### config.mk
export PLATFORM = sky130hd
export DESIGN_NAME = cache_ctrl
export DESIGN_NICKNAME = d
export VERILOG_FILES = /design/src/rtl/cache_ctrl_pkg.sv /design/src/rtl/cache_ctrl.sv
export SDC_FILE = /design/constraint.sdc
export NUM_CORES = 1
export LEC_CHECK = 0
export ABC_AREA = 1
export BUFFER_PORTS_ARGS = -buffer_cell sky130_fd_sc_hd__clkbuf_2
export CORE_AREA = 4 4 125 127
export CTS_BUF_LIST = sky130_fd_sc_hd__clkbuf_8
export CTS_CLUSTER_SIZE = 8
export DETAILED_ROUTE_END_ITERATION = 8
export DIE_AREA = 0 0 129 131
export GPL_TIMING_DRIVEN = 0
export PLACE_DENSITY = 0.66
export SLEW_MARGIN = 20
export SYNTH_ARGS = -nofsm -noshare
export SYNTH_HDL_FRONTEND = slang
export SYNTH_SLANG_ARGS = --single-unit
### constraint.sdc
create_clock -name clk -period 2 [get_ports clk]
set_clock_uncertainty 0.1 [all_clocks]
set_input_delay 0.1 -clock clk [delete_from_list [all_inputs] [get_ports clk]]
set_output_delay 0.1 -clock clk [all_outputs]
set_load 0.01 [all_outputs]
### src/rtl/cache_ctrl_pkg.sv
// Shared geometry, address field layout and FSM encoding for the cache miss controller.
package cache_ctrl_pkg;

    localparam int ADDR_BITS        = 32;
    localparam int WORD_BITS        = 32;
    localparam int TAG_BITS         = 22;
    localparam int LINE_WORDS       = 4;
    localparam int LINE_WORDS_WIDTH = 2;
    localparam int WORD_BYTES_WIDTH = 2;
    localparam int INDEX_BITS       = ADDR_BITS - TAG_BITS - LINE_WORDS_WIDTH - WORD_BYTES_WIDTH;

    // Bit positions of each address field, LSB first: byte, word, index, tag.
    localparam int WORD_LSB  = WORD_BYTES_WIDTH;
    localparam int INDEX_LSB = WORD_LSB + LINE_WORDS_WIDTH;
    localparam int TAG_LSB   = INDEX_LSB + INDEX_BITS;

    localparam logic [LINE_WORDS_WIDTH-1:0] LAST_WORD = LINE_WORDS_WIDTH'(LINE_WORDS - 1);

    typedef enum logic [1:0] {
        IDLE = 2'd0,
        WB   = 2'd1,
        FILL = 2'd2,
        DONE = 2'd3
    } state_t;

    // Rebuild a word-aligned address from its tag, index and word-in-line fields.
    function automatic logic [ADDR_BITS-1:0] line_word_addr(
        input logic [TAG_BITS-1:0]         tag,
        input logic [INDEX_BITS-1:0]       index,
        input logic [LINE_WORDS_WIDTH-1:0] word
    );
        return {tag, index, word, {WORD_BYTES_WIDTH{1'b0}}};
    endfunction

endpackage

### src/rtl/cache_ctrl.sv
// Write-back, write-allocate miss controller for a single cache_line store.
// Hits are served combinationally; misses write back a dirty victim then refill.
module cache_ctrl
    import cache_ctrl_pkg::*;
(
    input  logic                 clk,
    input  logic                 rst,

    input  logic                 cpu_req,
    input  logic                 cpu_we,
    input  logic [ADDR_BITS-1:0] cpu_addr,
    input  logic [WORD_BITS-1:0] cpu_din,
    output logic [WORD_BITS-1:0] cpu_dout,
    output logic                 cpu_stall,
    input  logic                 inv_req,

    output logic [ADDR_BITS-1:0] ln_addr,
    output logic                 ln_load,
    output logic                 ln_edit,
    output logic                 ln_invalid,
    output logic [WORD_BITS-1:0] ln_din,
    input  logic                 ln_hit,
    input  logic                 ln_valid,
    input  logic                 ln_dirty,
    input  logic [WORD_BITS-1:0] ln_dout,
    input  logic [TAG_BITS-1:0]  ln_tag,

    output logic                 mem_cs,
    output logic                 mem_we,
    output logic [ADDR_BITS-1:0] mem_addr,
    output logic [WORD_BITS-1:0] mem_dout,
    input  logic [WORD_BITS-1:0] mem_din,
    input  logic                 mem_ack
);

    state_t                      state_q, state_d;
    logic [LINE_WORDS_WIDTH-1:0] word_cnt_q, word_cnt_d;
    logic [TAG_BITS-1:0]         victim_tag_q, victim_tag_d;

    logic [TAG_BITS-1:0]         cpu_tag;
    logic [INDEX_BITS-1:0]       cpu_index;
    logic                        unused_addr_bits;

    assign cpu_tag          = cpu_addr[ADDR_BITS-1:TAG_LSB];
    assign cpu_index        = cpu_addr[TAG_LSB-1:INDEX_LSB];
    // Byte offset and the CPU's own word select are not needed by the controller itself.
    assign unused_addr_bits = ^cpu_addr[INDEX_LSB-1:0];

    // State, refill word counter and victim tag; async reset abandons any memory transaction.
    always_ff @(posedge clk or posedge rst) begin
        if (rst) begin
            state_q      <= IDLE;
            word_cnt_q   <= '0;
            victim_tag_q <= '0;
        end else begin
            state_q      <= state_d;
            word_cnt_q   <= word_cnt_d;
            victim_tag_q <= victim_tag_d;
        end
    end

    // Next-state and all outputs; every output defaults to its idle value.
    always_comb begin
        state_d      = state_q;
        word_cnt_d   = word_cnt_q;
        victim_tag_d = victim_tag_q;

        cpu_dout     = '0;
        cpu_stall    = 1'b0;
        ln_addr      = cpu_addr;
        ln_load      = 1'b0;
        ln_edit      = 1'b0;
        ln_invalid   = 1'b0;
        ln_din       = '0;
        mem_cs       = 1'b0;
        mem_we       = 1'b0;
        mem_addr     = '0;
        mem_dout     = '0;

        unique case (state_q)
            IDLE: begin
                if (cpu_req) begin
                    if (ln_hit) begin
                        if (cpu_we) begin
                            ln_edit = 1'b1;
                            ln_din  = cpu_din;
                        end else begin
                            cpu_dout = ln_dout;
                        end
                    end else begin
                        cpu_stall  = 1'b1;
                        word_cnt_d = '0;
                        if (ln_valid && ln_dirty) begin
                            victim_tag_d = ln_tag;
                            state_d      = WB;
                        end else begin
                            state_d = FILL;
                        end
                    end
                end else if (inv_req) begin
                    // Dirty contents are dropped on purpose: no write-back on invalidate.
                    ln_invalid = 1'b1;
                end
            end

            WB: begin
                cpu_stall = 1'b1;
                mem_cs    = 1'b1;
                mem_we    = 1'b1;
                mem_addr  = line_word_addr(victim_tag_q, cpu_index, word_cnt_q);
                ln_addr   = mem_addr;
                mem_dout  = ln_dout;
                if (mem_ack) begin
                    word_cnt_d = word_cnt_q + 1'b1;
                    if (word_cnt_q == LAST_WORD) begin
                        word_cnt_d = '0;
                        state_d    = FILL;
                    end
                end
            end

            FILL: begin
                cpu_stall = 1'b1;
                mem_cs    = 1'b1;
                mem_addr  = line_word_addr(cpu_tag, cpu_index, word_cnt_q);
                ln_addr   = mem_addr;
                // ln_hit goes high after the first load and is deliberately not consulted here.
                if (mem_ack) begin
                    ln_load    = 1'b1;
                    ln_din     = mem_din;
                    word_cnt_d = word_cnt_q + 1'b1;
                    if (word_cnt_q == LAST_WORD) begin
                        state_d = DONE;
                    end
                end
            end

            DONE: begin
                // One settling cycle; IDLE then replays the request as a hit.
                cpu_stall = 1'b1;
                state_d   = IDLE;
            end

            default: begin
                state_d = IDLE;
            end
        endcase
    end

endmodule

==> metrics.md <==
| Metric | Value |
|---|---|
| Outcome | complete, but fails checks |
| Failing checks | setup timing |
| DR WL/cell | 14.4 microns |
| Cell Rows | 44 |
| Commonest non-fill, non-tap cell in the layout | clkbuf_2 |
| Data arrival, critical path | 1.83 ns |
| Horiz. Die Dim | 129 microns |
| GRT Resource Usage Total | 15.5% |
| Post-route setup slack | -0.0331 ns |
| Fin crit share | 102% |
| Vias post-DR | 4603 |
| Cells after Synth | 541 |
| CTS buffer count | 3 |
| R2r endpoint | word_cnt_q[1] |
| Total Power | 6.41 mW |
| CP max FO | 6 |
| Pleak | 3.93 nW |
| Pwr per Cell Area | 1060 nW/um^2 |
| Max incr delay on CP | 0.41 ns |
| Final setup fails | 9 |
| DRT iter0 DRCs | 175 |
| Synth top area share | 28.1% |
| Min-delay src | ln_dirty |
| Worst Path Buf+Inv | 5 |
| Critical path cell sequence | inv_2 > ha_4 > clkinvlp_4 > buf_6 > o22ai_2 > nand2_1 > inv_1 > buf_2 |
| Setup TNS | -0.179 ns |
| Synth Register Bits | 26 |
| CORE AREA | 14400 sq um |
| Max Fclk | 492 MHz |
| GPL Wtd Cong | 0.820 |
| Pre-antenna DRT Iters | 4 |
| CTS sink count | 26 |
| Fin nets | 1080 |
| Initial antenna violation count | 1 |
| Most frequent cells in the layout | clkbuf_2, nand2_1, inv_1, buf_2, buf_6 |
| Area leader, netlist | nand2_1 |
| RSZ-0062 raised after global routing | true |
| Ant. Diodes | 0 |
| Dominant cells by area after synthesis | nand2_1, dfrtp_1, inv_1 |
| CTS root buf | clkbuf_8 |
| WS Path Type | reg -> out |
| CP max-delay cell | dfrtp_1 |
| Post-Syn Area | 3210 sq um |
| Share of layout cells above drive strength 1 | 54.6% |
| H-tree level count | 1 |
| FF-to-FF path depth | 9 |
| Avg Cell Area, Syn | 5.93 sq um |
| Vias in the first global route | 4079 |
| Clk slew on worst S/H paths | 0.09 ns |
| Hold Path Depth | 5 |
| Gr ovfl total | 0 |
| Vias per cell | 4.19 |
| Largest net degree at the start of global routing | 27 |
| Reg2reg start | state_q[1] |
| Die area | 16900 sq um |
| Max-cap violations | 0 |
| IO buf count | 322 |
| Seq/Total Area, Yosys | 20.3% |
| Util after Layout | 42.0% |
| Max Root-Sink Buffers | 2 |
| Die height | 131 microns |
| Worst Hold Slack | 0.134 ns |
| CTS tree | yes |
| Crit end category | primary output |
| Peak supply drop | 0.630 mV |
| Final hold viol count | 0 |
| Max Slew Vio Count | 0 |
| Slew @ Worst Pin | 0.972 ns |
| HP Class | in -> reg |
| Library cells used by synthesis | 23 |
| Tmin final | 2.03 ns |
| CP delay by family, top | buffers and inverters |
| Worst Hold Endpoint | victim_tag_q[5] |
| Clk Latency, worst-skew pair | 0.27 ns |
| Yosys warning count | 0 |
| Final wirelength | 15800 microns |
| Layout area overhead | 88.8% |
| First-pass GRT wire length | 21000 microns |
| I/O pin count | 325 |
| Antenna Nets Post-Route | 0 |
| Slew margin rel. | 34.8% |
| Starting Density | 22.2% |
| CP startpoint kind | flip-flop |
| Crit path required time | 1.80 ns |
| DRC viols | 0 |
| Flop-to-flop setup slack | 0.20 ns |
| Final HPWL DP | 12400 microns |
[cell families after synthesis]
| kind of cell | after synthesis | share of synthesized area (%) |
|---|---|---|
| other cells | 1 | 0.117 |
| flops | 26 | 20.3 |
| simple gates | 298 | 44.1 |
| compound gates | 50 | 11.0 |
| fa+ha+maj | 6 | 2.34 |
| buf+inv | 160 | 22.2 |
[metrics by stage]
step / setup slack (ns) / instance area [sq um] / cells
after detailed placement: -0.153 / 5050 / 1048
after CTS: -0.0368 / 5690 / 1090
after global placement: -0.165 / 5050 / 1048
after global routing: -0.142 / 6050 / 1098
after floorplan: 0.345 / 3210 / 542
final: -0.0331 / 6050 / 1098
[synth_stat cells]
master and n:
buf_1 6, buf_2 10, buf_4 12, buf_6 7, clkbuf_1 3, conb_1 1, dfrtp_1 26, ha_1 6
inv_1 122, nand2_1 240, nand3_1 6, nand3_2 1, nand4_1 1, nor2_1 16, nor2_4 1, nor3b_1 2
nor3b_2 30, o21ai_0 6, o21ai_1 2, o21ai_2 19, o21bai_1 1, o22ai_1 22, or2_1 1
[worst max path at each step]
stage          startpoint      endpoint  cells past startpoint
6_report       state_q[1]  mem_addr[23]                      8
5_1_grt        state_q[1]   ln_addr[19]                      8
4_1_cts        state_q[1]   ln_addr[25]                      9
3_5_place_dp   state_q[0]   ln_addr[13]                      8
3_3_place_gp   state_q[0]   ln_addr[14]                      7
2_1_floorplan  state_q[0]   ln_addr[23]                      6
[worst register-to-register path, cell delays in order, from the launching register on]
cell and delay, ns:
dfrtp_1 0.39, inv_2 0.07, ha_4 0.19, buf_12 0.15, buf_4 0.16, nor2_1 0.17
nor2_1 0.06, nor2_1 0.24, nand3_1 0.14, nand2_1 0.08
[report_power, final]
| group | internal, mW | switching, mW |
|---|---|---|
| combinational | 2.19 | 2.91 |
| sequential | 0.775 | 0.0855 |
| clock | 0.268 | 0.181 |
[flip-flops by register name (all words and copies together), names as in the netlist]
register,flops
state_q,2
victim_tag_q,22
word_cnt_q,2
[timing repair]
item	in CTS	in global routing
setup buffers	14	6
pin swaps	3	12
hold buffers	23	0
setup endpoints to repair	151	131
endpoints found under the hold margin	48	0
gates cloned	2	4
resized for setup	60	137
[layer usage]
metal / part of all wire [%] / vias up / GRT usage, %
li1: - / 2338 / -
met1: 39 / 2065 / 19.3
met2: 52 / 184 / 28.4
met3: 7.8 / 14 / 2.72
met4: 1.1 / 2 / 2.53
met5: 0.076 / - / 0
[layout make-up]
class / instances / area (sq um)
Tap cell: 184 / 230
Fill cell: 1487 / 8370
Clock inverter: 1 / 30.0
Buffer: 35 / 324
Sequential cell: 26 / 652
Inverter: 122 / 473
Clock buffer: 3 / 41.3
Timing Repair inverter: 1 / 7.51
Timing Repair Buffer: 370 / 2150
Multi-Input combinational cell: 356 / 2150
(Power assumes the default switching activity.)
